`src/rtl/move_legality_responder_pkg.sv`:
```
// Shared maze definitions (package maze_pkg): coordinate/address widths,
// playfield bounds, goal cell and the responder state encoding. The move
// controller and renderer import the same constants so everyone agrees on
// where the walls and the exit are.
package maze_pkg;

   localparam int unsigned COORD_W = 3;
   localparam int unsigned ADDR_W  = 6;

   typedef logic [COORD_W-1:0] coord_t;
   typedef logic [ADDR_W-1:0]  addr_t;

   // Column/row 0 and 7 are border walls.
   localparam coord_t PF_X_MIN = 3'd1;
   localparam coord_t PF_X_MAX = 3'd6;
   localparam coord_t PF_Y_MIN = 3'd1;
   localparam coord_t PF_Y_MAX = 3'd6;
   localparam coord_t PF_GOAL_X = 3'd6;
   localparam coord_t PF_GOAL_Y = 3'd6;

   typedef enum logic [1:0] {
      IDLE  = 2'd0,
      READ  = 2'd1,
      CHECK = 2'd2,
      RESP  = 2'd3
   } state_t;

endpackage

```
`src/rtl/move_legality_responder_if.sv`:
```
// Move-request / move-response handshake between the movement controller
// (master) and the legality responder (slave).
//   req_valid/req_x/req_y/req_ready : proposed cell, valid/ready
//   rsp_valid/rsp_ready             : response, valid/ready
//   rsp_legal/rsp_goal/rsp_x/rsp_y  : verdict and echoed cell
interface move_legality_responder_if;
   import maze_pkg::*;

   logic   req_valid;
   coord_t req_x;
   coord_t req_y;
   logic   req_ready;
   logic   rsp_valid;
   logic   rsp_ready;
   logic   rsp_legal;
   logic   rsp_goal;
   coord_t rsp_x;
   coord_t rsp_y;

   modport master (
      output req_valid, req_x, req_y, rsp_ready,
      input  req_ready, rsp_valid, rsp_legal, rsp_goal, rsp_x, rsp_y
   );

   modport slave (
      input  req_valid, req_x, req_y, rsp_ready,
      output req_ready, rsp_valid, rsp_legal, rsp_goal, rsp_x, rsp_y
   );

endinterface

```
`src/rtl/move_legality_responder_bounds_check.sv`:
```
// Combinational playfield bounds test, shared with the move controller's
// pre-check. Unsigned compare: wrapped coordinates (e.g. 0-1 = 7) fail.
//   x, y      : candidate cell
//   in_bounds : 1 when X_MIN<=x<=X_MAX and Y_MIN<=y<=Y_MAX
module bounds_check
   import maze_pkg::*;
#(
   parameter coord_t X_MIN = PF_X_MIN,
   parameter coord_t X_MAX = PF_X_MAX,
   parameter coord_t Y_MIN = PF_Y_MIN,
   parameter coord_t Y_MAX = PF_Y_MAX
) (
   input  coord_t x,
   input  coord_t y,
   output logic   in_bounds
);

   assign in_bounds = (x >= X_MIN) && (x <= X_MAX) &&
                      (y >= Y_MIN) && (y <= Y_MAX);

endmodule

```
`src/rtl/move_legality_responder.sv`:
```
// Move legality responder: accepts a proposed cell, rejects it if outside
// the playfield, otherwise reads its wall bit from the maze-map RAM and
// answers legal/illegal (plus goal hit). Counts delivered illegal
// responses, saturating at 255.
//   clock, resetn          : clock, synchronous active-low reset
//   bus (slave)            : request/response handshake
//   map_addr/map_ren       : RAM address {x,y} and read enable
//   map_rdata              : wall bit, MAP_LATENCY cycles after map_ren
//   illegal_count          : saturating count of illegal responses
module move_legality_responder
   import maze_pkg::*;
#(
   parameter coord_t      X_MIN       = PF_X_MIN,
   parameter coord_t      X_MAX       = PF_X_MAX,
   parameter coord_t      Y_MIN       = PF_Y_MIN,
   parameter coord_t      Y_MAX       = PF_Y_MAX,
   parameter coord_t      GOAL_X      = PF_GOAL_X,
   parameter coord_t      GOAL_Y      = PF_GOAL_Y,
   parameter int unsigned MAP_LATENCY = 1
) (
   input  logic                      clock,
   input  logic                      resetn,
   move_legality_responder_if.slave  bus,
   output addr_t                     map_addr,
   output logic                      map_ren,
   input  logic                      map_rdata,
   output logic [7:0]                illegal_count
);

   // READ lasts MAP_LATENCY cycles: count down from MAP_LATENCY-1 to 0.
   localparam logic [1:0] LAT_LOAD = 2'(MAP_LATENCY - 1);

   state_t     state_q, state_d;
   logic [1:0] cnt_q, cnt_d;
   coord_t     rsp_x_q, rsp_x_d;
   coord_t     rsp_y_q, rsp_y_d;
   logic       rsp_legal_q, rsp_legal_d;
   logic       rsp_goal_q, rsp_goal_d;
   addr_t      map_addr_q, map_addr_d;
   logic       map_ren_q, map_ren_d;
   logic [7:0] illegal_count_q, illegal_count_d;
   logic       req_in_bounds;

   bounds_check #(
      .X_MIN (X_MIN),
      .X_MAX (X_MAX),
      .Y_MIN (Y_MIN),
      .Y_MAX (Y_MAX)
   ) u_bounds (
      .x         (bus.req_x),
      .y         (bus.req_y),
      .in_bounds (req_in_bounds)
   );

   always_comb begin
      state_d         = state_q;
      cnt_d           = cnt_q;
      rsp_x_d         = rsp_x_q;
      rsp_y_d         = rsp_y_q;
      rsp_legal_d     = rsp_legal_q;
      rsp_goal_d      = rsp_goal_q;
      map_addr_d      = map_addr_q;
      map_ren_d       = 1'b0;
      illegal_count_d = illegal_count_q;

      case (state_q)
         IDLE: begin
            if (bus.req_valid) begin
               rsp_x_d     = bus.req_x;
               rsp_y_d     = bus.req_y;
               rsp_legal_d = 1'b0;
               rsp_goal_d  = 1'b0;
               if (req_in_bounds) begin
                  // Registered so map_ren is high only on the first READ cycle.
                  state_d    = READ;
                  cnt_d      = LAT_LOAD;
                  map_addr_d = {bus.req_x, bus.req_y};
                  map_ren_d  = 1'b1;
               end else begin
                  state_d = RESP;
               end
            end
         end
         READ: begin
            if (cnt_q == '0) state_d = CHECK;
            else             cnt_d   = cnt_q - 2'd1;
         end
         CHECK: begin
            rsp_legal_d = ~map_rdata;
            rsp_goal_d  = ~map_rdata && (rsp_x_q == GOAL_X) && (rsp_y_q == GOAL_Y);
            state_d     = RESP;
         end
         RESP: begin
            if (bus.rsp_ready) begin
               state_d = IDLE;
               if (!rsp_legal_q && (illegal_count_q != '1))
                  illegal_count_d = illegal_count_q + 8'd1;
            end
         end
         default: state_d = IDLE;
      endcase
   end

   always_ff @(posedge clock) begin
      if (!resetn) begin
         state_q         <= IDLE;
         cnt_q           <= '0;
         rsp_x_q         <= '0;
         rsp_y_q         <= '0;
         rsp_legal_q     <= 1'b0;
         rsp_goal_q      <= 1'b0;
         map_addr_q      <= '0;
         map_ren_q       <= 1'b0;
         illegal_count_q <= '0;
      end else begin
         state_q         <= state_d;
         cnt_q           <= cnt_d;
         rsp_x_q         <= rsp_x_d;
         rsp_y_q         <= rsp_y_d;
         rsp_legal_q     <= rsp_legal_d;
         rsp_goal_q      <= rsp_goal_d;
         map_addr_q      <= map_addr_d;
         map_ren_q       <= map_ren_d;
         illegal_count_q <= illegal_count_d;
      end
   end

   assign bus.req_ready  = (state_q == IDLE);
   assign bus.rsp_valid  = (state_q == RESP);
   assign bus.rsp_legal  = rsp_legal_q;
   assign bus.rsp_goal   = rsp_goal_q;
   assign bus.rsp_x      = rsp_x_q;
   assign bus.rsp_y      = rsp_y_q;
   assign map_addr       = map_addr_q;
   assign map_ren        = map_ren_q;
   assign illegal_count  = illegal_count_q;

endmodule

```
`src/flat_wrapper.sv`:
```
// flat-port wrapper written by rule: the top's interface ports become plain ports
module move_legality_responder_flat import maze_pkg::*;
#(
   parameter coord_t      X_MIN       = PF_X_MIN,
   parameter coord_t      X_MAX       = PF_X_MAX,
   parameter coord_t      Y_MIN       = PF_Y_MIN,
   parameter coord_t      Y_MAX       = PF_Y_MAX,
   parameter coord_t      GOAL_X      = PF_GOAL_X,
   parameter coord_t      GOAL_Y      = PF_GOAL_Y,
   parameter int unsigned MAP_LATENCY = 1
)
  (clock, resetn, map_addr, map_ren, map_rdata, illegal_count, bus_req_valid, bus_req_x, bus_req_y, bus_rsp_ready, bus_req_ready, bus_rsp_valid, bus_rsp_legal, bus_rsp_goal, bus_rsp_x, bus_rsp_y);
  move_legality_responder_if bus_i ();
  input  logic clock;
  input  logic resetn;
  output addr_t map_addr;
  output logic map_ren;
  input  logic map_rdata;
  output logic [7:0] illegal_count;
  input wire logic [$bits(bus_i.req_valid)-1:0] bus_req_valid;
  input wire logic [$bits(bus_i.req_x)-1:0] bus_req_x;
  input wire logic [$bits(bus_i.req_y)-1:0] bus_req_y;
  input wire logic [$bits(bus_i.rsp_ready)-1:0] bus_rsp_ready;
  output wire logic [$bits(bus_i.req_ready)-1:0] bus_req_ready;
  output wire logic [$bits(bus_i.rsp_valid)-1:0] bus_rsp_valid;
  output wire logic [$bits(bus_i.rsp_legal)-1:0] bus_rsp_legal;
  output wire logic [$bits(bus_i.rsp_goal)-1:0] bus_rsp_goal;
  output wire logic [$bits(bus_i.rsp_x)-1:0] bus_rsp_x;
  output wire logic [$bits(bus_i.rsp_y)-1:0] bus_rsp_y;
  assign bus_i.req_valid = bus_req_valid;
  assign bus_i.req_x = bus_req_x;
  assign bus_i.req_y = bus_req_y;
  assign bus_i.rsp_ready = bus_rsp_ready;
  assign bus_req_ready = bus_i.req_ready;
  assign bus_rsp_valid = bus_i.rsp_valid;
  assign bus_rsp_legal = bus_i.rsp_legal;
  assign bus_rsp_goal = bus_i.rsp_goal;
  assign bus_rsp_x = bus_i.rsp_x;
  assign bus_rsp_y = bus_i.rsp_y;
  move_legality_responder #(.X_MIN(X_MIN), .X_MAX(X_MAX), .Y_MIN(Y_MIN), .Y_MAX(Y_MAX), .GOAL_X(GOAL_X), .GOAL_Y(GOAL_Y), .MAP_LATENCY(MAP_LATENCY)) u_core (.clock(clock), .resetn(resetn), .bus(bus_i), .map_addr(map_addr), .map_ren(map_ren), .map_rdata(map_rdata), .illegal_count(illegal_count));
endmodule
```
`config.mk`:
```
export PLATFORM = sky130hd
export DESIGN_NAME = move_legality_responder_flat
export DESIGN_NICKNAME = d
export VERILOG_FILES = /design/src/rtl/move_legality_responder_pkg.sv /design/src/rtl/move_legality_responder_if.sv /design/src/rtl/move_legality_responder_bounds_check.sv /design/src/rtl/move_legality_responder.sv /design/src/flat_wrapper.sv
export SDC_FILE = /design/constraint.sdc
export NUM_CORES = 1
export LEC_CHECK = 0
export CELL_PAD_IN_SITES_DETAIL_PLACEMENT = 1
export CELL_PAD_IN_SITES_GLOBAL_PLACEMENT = 1
export CORE_ASPECT_RATIO = 1.4
export CORE_MARGIN = 5
export CORE_UTILIZATION = 31
export DETAILED_ROUTE_END_ITERATION = 6
export PLACE_DENSITY_LB_ADDON = 0.1
export SLEW_MARGIN = 25
export SYNTH_ARGS = -nofsm -noshare
export SYNTH_HDL_FRONTEND = slang
export SYNTH_HIERARCHICAL = 1
export SYNTH_SLANG_ARGS = --single-unit
```
`constraint.sdc`:
```
create_clock -name clock -period 1.4 [get_ports clock]
set_input_delay 0.14 -clock clock [delete_from_list [all_inputs] [get_ports clock]]
set_output_delay 0.14 -clock clock [all_outputs]
set_load 0.1 [all_outputs]
```
==> impl_metrics.env <==
export IMPL_result_of_the_run="complete, but fails checks"
export IMPL_violations="negative setup slack"
export IMPL_cell_area_reported_after_detailed_placement_um2=2240
export IMPL_track_usage_pct=15.5
export IMPL_synth_edf_count=0
export IMPL_hold_viol_final=0
export IMPL_yosys_cell_count_top_type="sky130_fd_sc_hd__nand2_1"
export IMPL_drt_first_iter_violations=17
export IMPL_ys_warnings_count=6
export IMPL_synthesis_nets=174
export IMPL_firstDrtPassIters=4
export IMPL_cts_inserted_buffers=3
export IMPL_ir_worst_vdd_v=0.000899
export IMPL_grt_antenna_before_repair=0
export IMPL_clock_power_share_pct=11.6
export IMPL_seq_power_share_pct=26.9
export IMPL_internal_power_w=0.00211
export IMPL_post_route_period_util_pct=107
export IMPL_finalNetCount=232
export IMPL_total_leakage_power_nw=0.986
export IMPL_initial_utilization_pct=31.9
export IMPL_final_critical_path_setup_slack_ns=-0.0950
export IMPL_cp_top_family="simple AND/OR/NAND/NOR gates"
export IMPL_hpwl_um=3160
export IMPL_synthFlopType="sky130_fd_sc_hd__dfxtp_1"
export IMPL_hold_start="bus_req_y[2]"
export IMPL_layout_cell_area_non_filler_um2=2410
export IMPL_routed_via_density=5.12
export IMPL_antenna_diode_count=0
export IMPL_vias=1316
export IMPL_max_clock_path_buffers=2
export IMPL_relSlewSlack_pct=78.9
export IMPL_grt_pass1_wl_um=6950
export IMPL_clk_latency_ns=0.27
export IMPL_dieArea_um2=5770
export IMPL_finalSetupViolCount=8
export IMPL_maxCapViolations=0
export IMPL_drc_errors=0
export IMPL_core_area_um2=4200
export IMPL_worstHoldPathType="in2reg"
export IMPL_cp_end_kind="register"
export IMPL_worst_reg2reg_path_startpoint="u_core/state_q[1]"
export IMPL_proportion_of_layout_cells_with_a_drive_suffix_above_1_pct=42.9
export IMPL_power_per_cell_area_nw_per_um2=1580
export IMPL_filler_cell_count=467
export IMPL_timing_critical_path_buf_inv=2
export IMPL_post_synth_top_area_cell="sky130_fd_sc_hd__dfxtp_1"
export IMPL_floorplan_die_width_um=65.6
export IMPL_achievable_frequency_mhz=669
export IMPL_top_level_port_count=36
export IMPL_grt_max_degree=30
export IMPL_ys_seq_area_share_pct=40.3
export IMPL_drv_slew=0
export IMPL_crit_path_launch="u_core/state_q[1]"
export IMPL_combPwrFrac_pct=61.5
export IMPL_async_set_reset_flop_share_out_of_synthesis_pct=0
export IMPL_cp_start_kind="register"
export IMPL_synth_seq_cells=27
export IMPL_critical_path_rt_ns=1.61
export IMPL_hold_buffers=0
export IMPL_clock_root_buffer="sky130_fd_sc_hd__clkbuf_8"
export IMPL_clock_sinks=27
export IMPL_timing_critical_path_slowest_stage_cell="sky130_fd_sc_hd__or4_1"
export IMPL_number_of_global_route_vias_before_repair=1539
export IMPL_cts_htree_levels=1
export IMPL_cp_cell_sequence="inv_4, ha_4, inv_2, o211ai_1, or4_1, a21boi_1"
export IMPL_timing_final_crit_period_ns=1.49
export IMPL_top_cells_by_area_in_the_synthesized_netlist="sky130_fd_sc_hd__dfxtp_1, sky130_fd_sc_hd__a21boi_0, sky130_fd_sc_hd__nand2_1, sky130_fd_sc_hd__ha_1, sky130_fd_sc_hd__nand3_1"
export IMPL_post_synth_num_cell_types=36
export IMPL_cp_arrival_ns=1.71
export IMPL_place_inst=248
export IMPL_wirelength_um=4050
export IMPL_num_rows=28
export IMPL_instances_no_fill=257
export IMPL_crit_path_max_cell_delay_ns=0.49
export IMPL_rsz0062_at_grt="true"
export IMPL_synthTopCellsByCount="sky130_fd_sc_hd__nand2_1, sky130_fd_sc_hd__dfxtp_1, sky130_fd_sc_hd__a21boi_0"
export IMPL_timing_critical_path_fanout_max=6
export IMPL_area_growth_pct=79.7
export IMPL_criticalPathCategory="reg2reg"
export IMPL_place_worst_setup_slack_ns=-0.531
export IMPL_syn_area_per_cell_um2=8.66
export IMPL_detail_route_antenna_nets=0
export IMPL_post_synth_top_area_fraction_pct=40.3
export IMPL_power_net_switching_w=0.00171
export IMPL_port_buffers=35
export IMPL_clk_pin_slew_ns=0.09
export IMPL_cts_tree="yes"
export IMPL_slew_at_the_pin_closest_to_its_max_slew_limit_ns=0.316
export IMPL_skew_ns=0.00438
export IMPL_fin_worst_hold_slack_ns=0.300
export IMPL_globalRoute_totalOverflow=0
export IMPL_synthesis_instances=155
export IMPL_die_y_um=87.9
export IMPL_power_switching_fraction_pct=44.7
export IMPL_routabilityCongestion=0.733
export IMPL_total_negative_slack_for_setup_checks_ns=-0.348
export IMPL_drt_wirelength_per_cell_um=15.8
export IMPL_syn_area_um2=1340
## worst min-delay path, stage by stage
cell and delay [ns]:
sky130_fd_sc_hd__dlygate4sd2_1 0.26, sky130_fd_sc_hd__nand2_1 0.07, sky130_fd_sc_hd__a21boi_0 0.06
## state kept, by name (all words and copies together) (netlist names)
register / cells
u_core/illegal_count: 8
u_core/cnt_q: 2
u_core/bus.rsp_legal: 1
u_core/bus.rsp_y: 3
u_core/bus.rsp_goal: 1
u_core/bus.rsp_x: 3
u_core/state_q: 2
u_core/map_ren: 1
u_core/map_addr: 6
## power by group through the flow
stage	Combinational [W]	Clock (W)	Sequential, W
after detailed placement	0.00206	0	0.00104
after floorplan	0.000815	0	0.00148
after global routing	0.00249	0.000517	0.00105
after CTS	0.00224	0.000472	0.00103
after global placement	0.00200	0	0.00103
final	0.00235	0.000443	0.00103
## through the flow
step | total power, W | utilization [%]
floorplan | 0.00229 | -
global placement | 0.00303 | 53.3
detailed placement | 0.00310 | 53.3
CTS | 0.00375 | 55.8
global route | 0.00405 | 57.4
finish | 0.00382 | 57.4
## worst paths after layout
| kind | end | slack [ns] | cells after the start |
|---|---|---|---|
| max reg2reg | u_core/bus.rsp_goal | -0.09 | 6 |
| max | u_core/bus.rsp_goal | -0.09 | 6 |
| min | u_core/bus.rsp_y[2] | 0.30 | 3 |
| min reg2reg | u_core/bus.rsp_legal | 0.49 | 2 |
## logic make-up after synthesis
group	count (synthesis)	synth area share, %
xor gates and xnor gates	1	0.652
muxes	2	1.49
buffers and inverters	19	5.59
AOI/OAI and AO/OA	35	20.9
adders and majority gates	8	7.46
and+or+nand+nor	63	23.7
DFF	27	40.3
## layer usage
layer  vias to the layer above  global-route usage [%]  part of all wire [%]
li1                        647                       -                     -
met1                       633                    14.5                    34
met2                        30                    31.8                    61
met3                         6                    2.82                   3.9
met4                         0                    6.60                   1.7
met5                         -                       0                     0
## what timing repair did
action                     4_1_cts  5_1_grt
setup endpoints to repair       14       17
buffers inserted                 2        3
pin swaps                        7        4
resized for setup               19       10
## layout make-up
type                    instances  area, um2  area share (%)
multi-input cells             109        858            35.6
well taps                      45       56.3            2.33
clock buffers                   4       45.0            1.87
flip-flops and latches         27        586            24.3
repair buffers                 59        813            33.7
inverters                      13       53.8            2.23
## cells in the final DEF, fill, tap and decap left out, drive strengths merged, types with 4 or more instances in the layout
cell type,n
a21boi,17
buf,49
clkbuf,4
nand2,28
dfxtp,27
dlygate4sd2,6
ha,8
nand3,13
inv,13
clkdlybuf4s50,4
No activity file was read; power rests on OpenSTA's default activity.
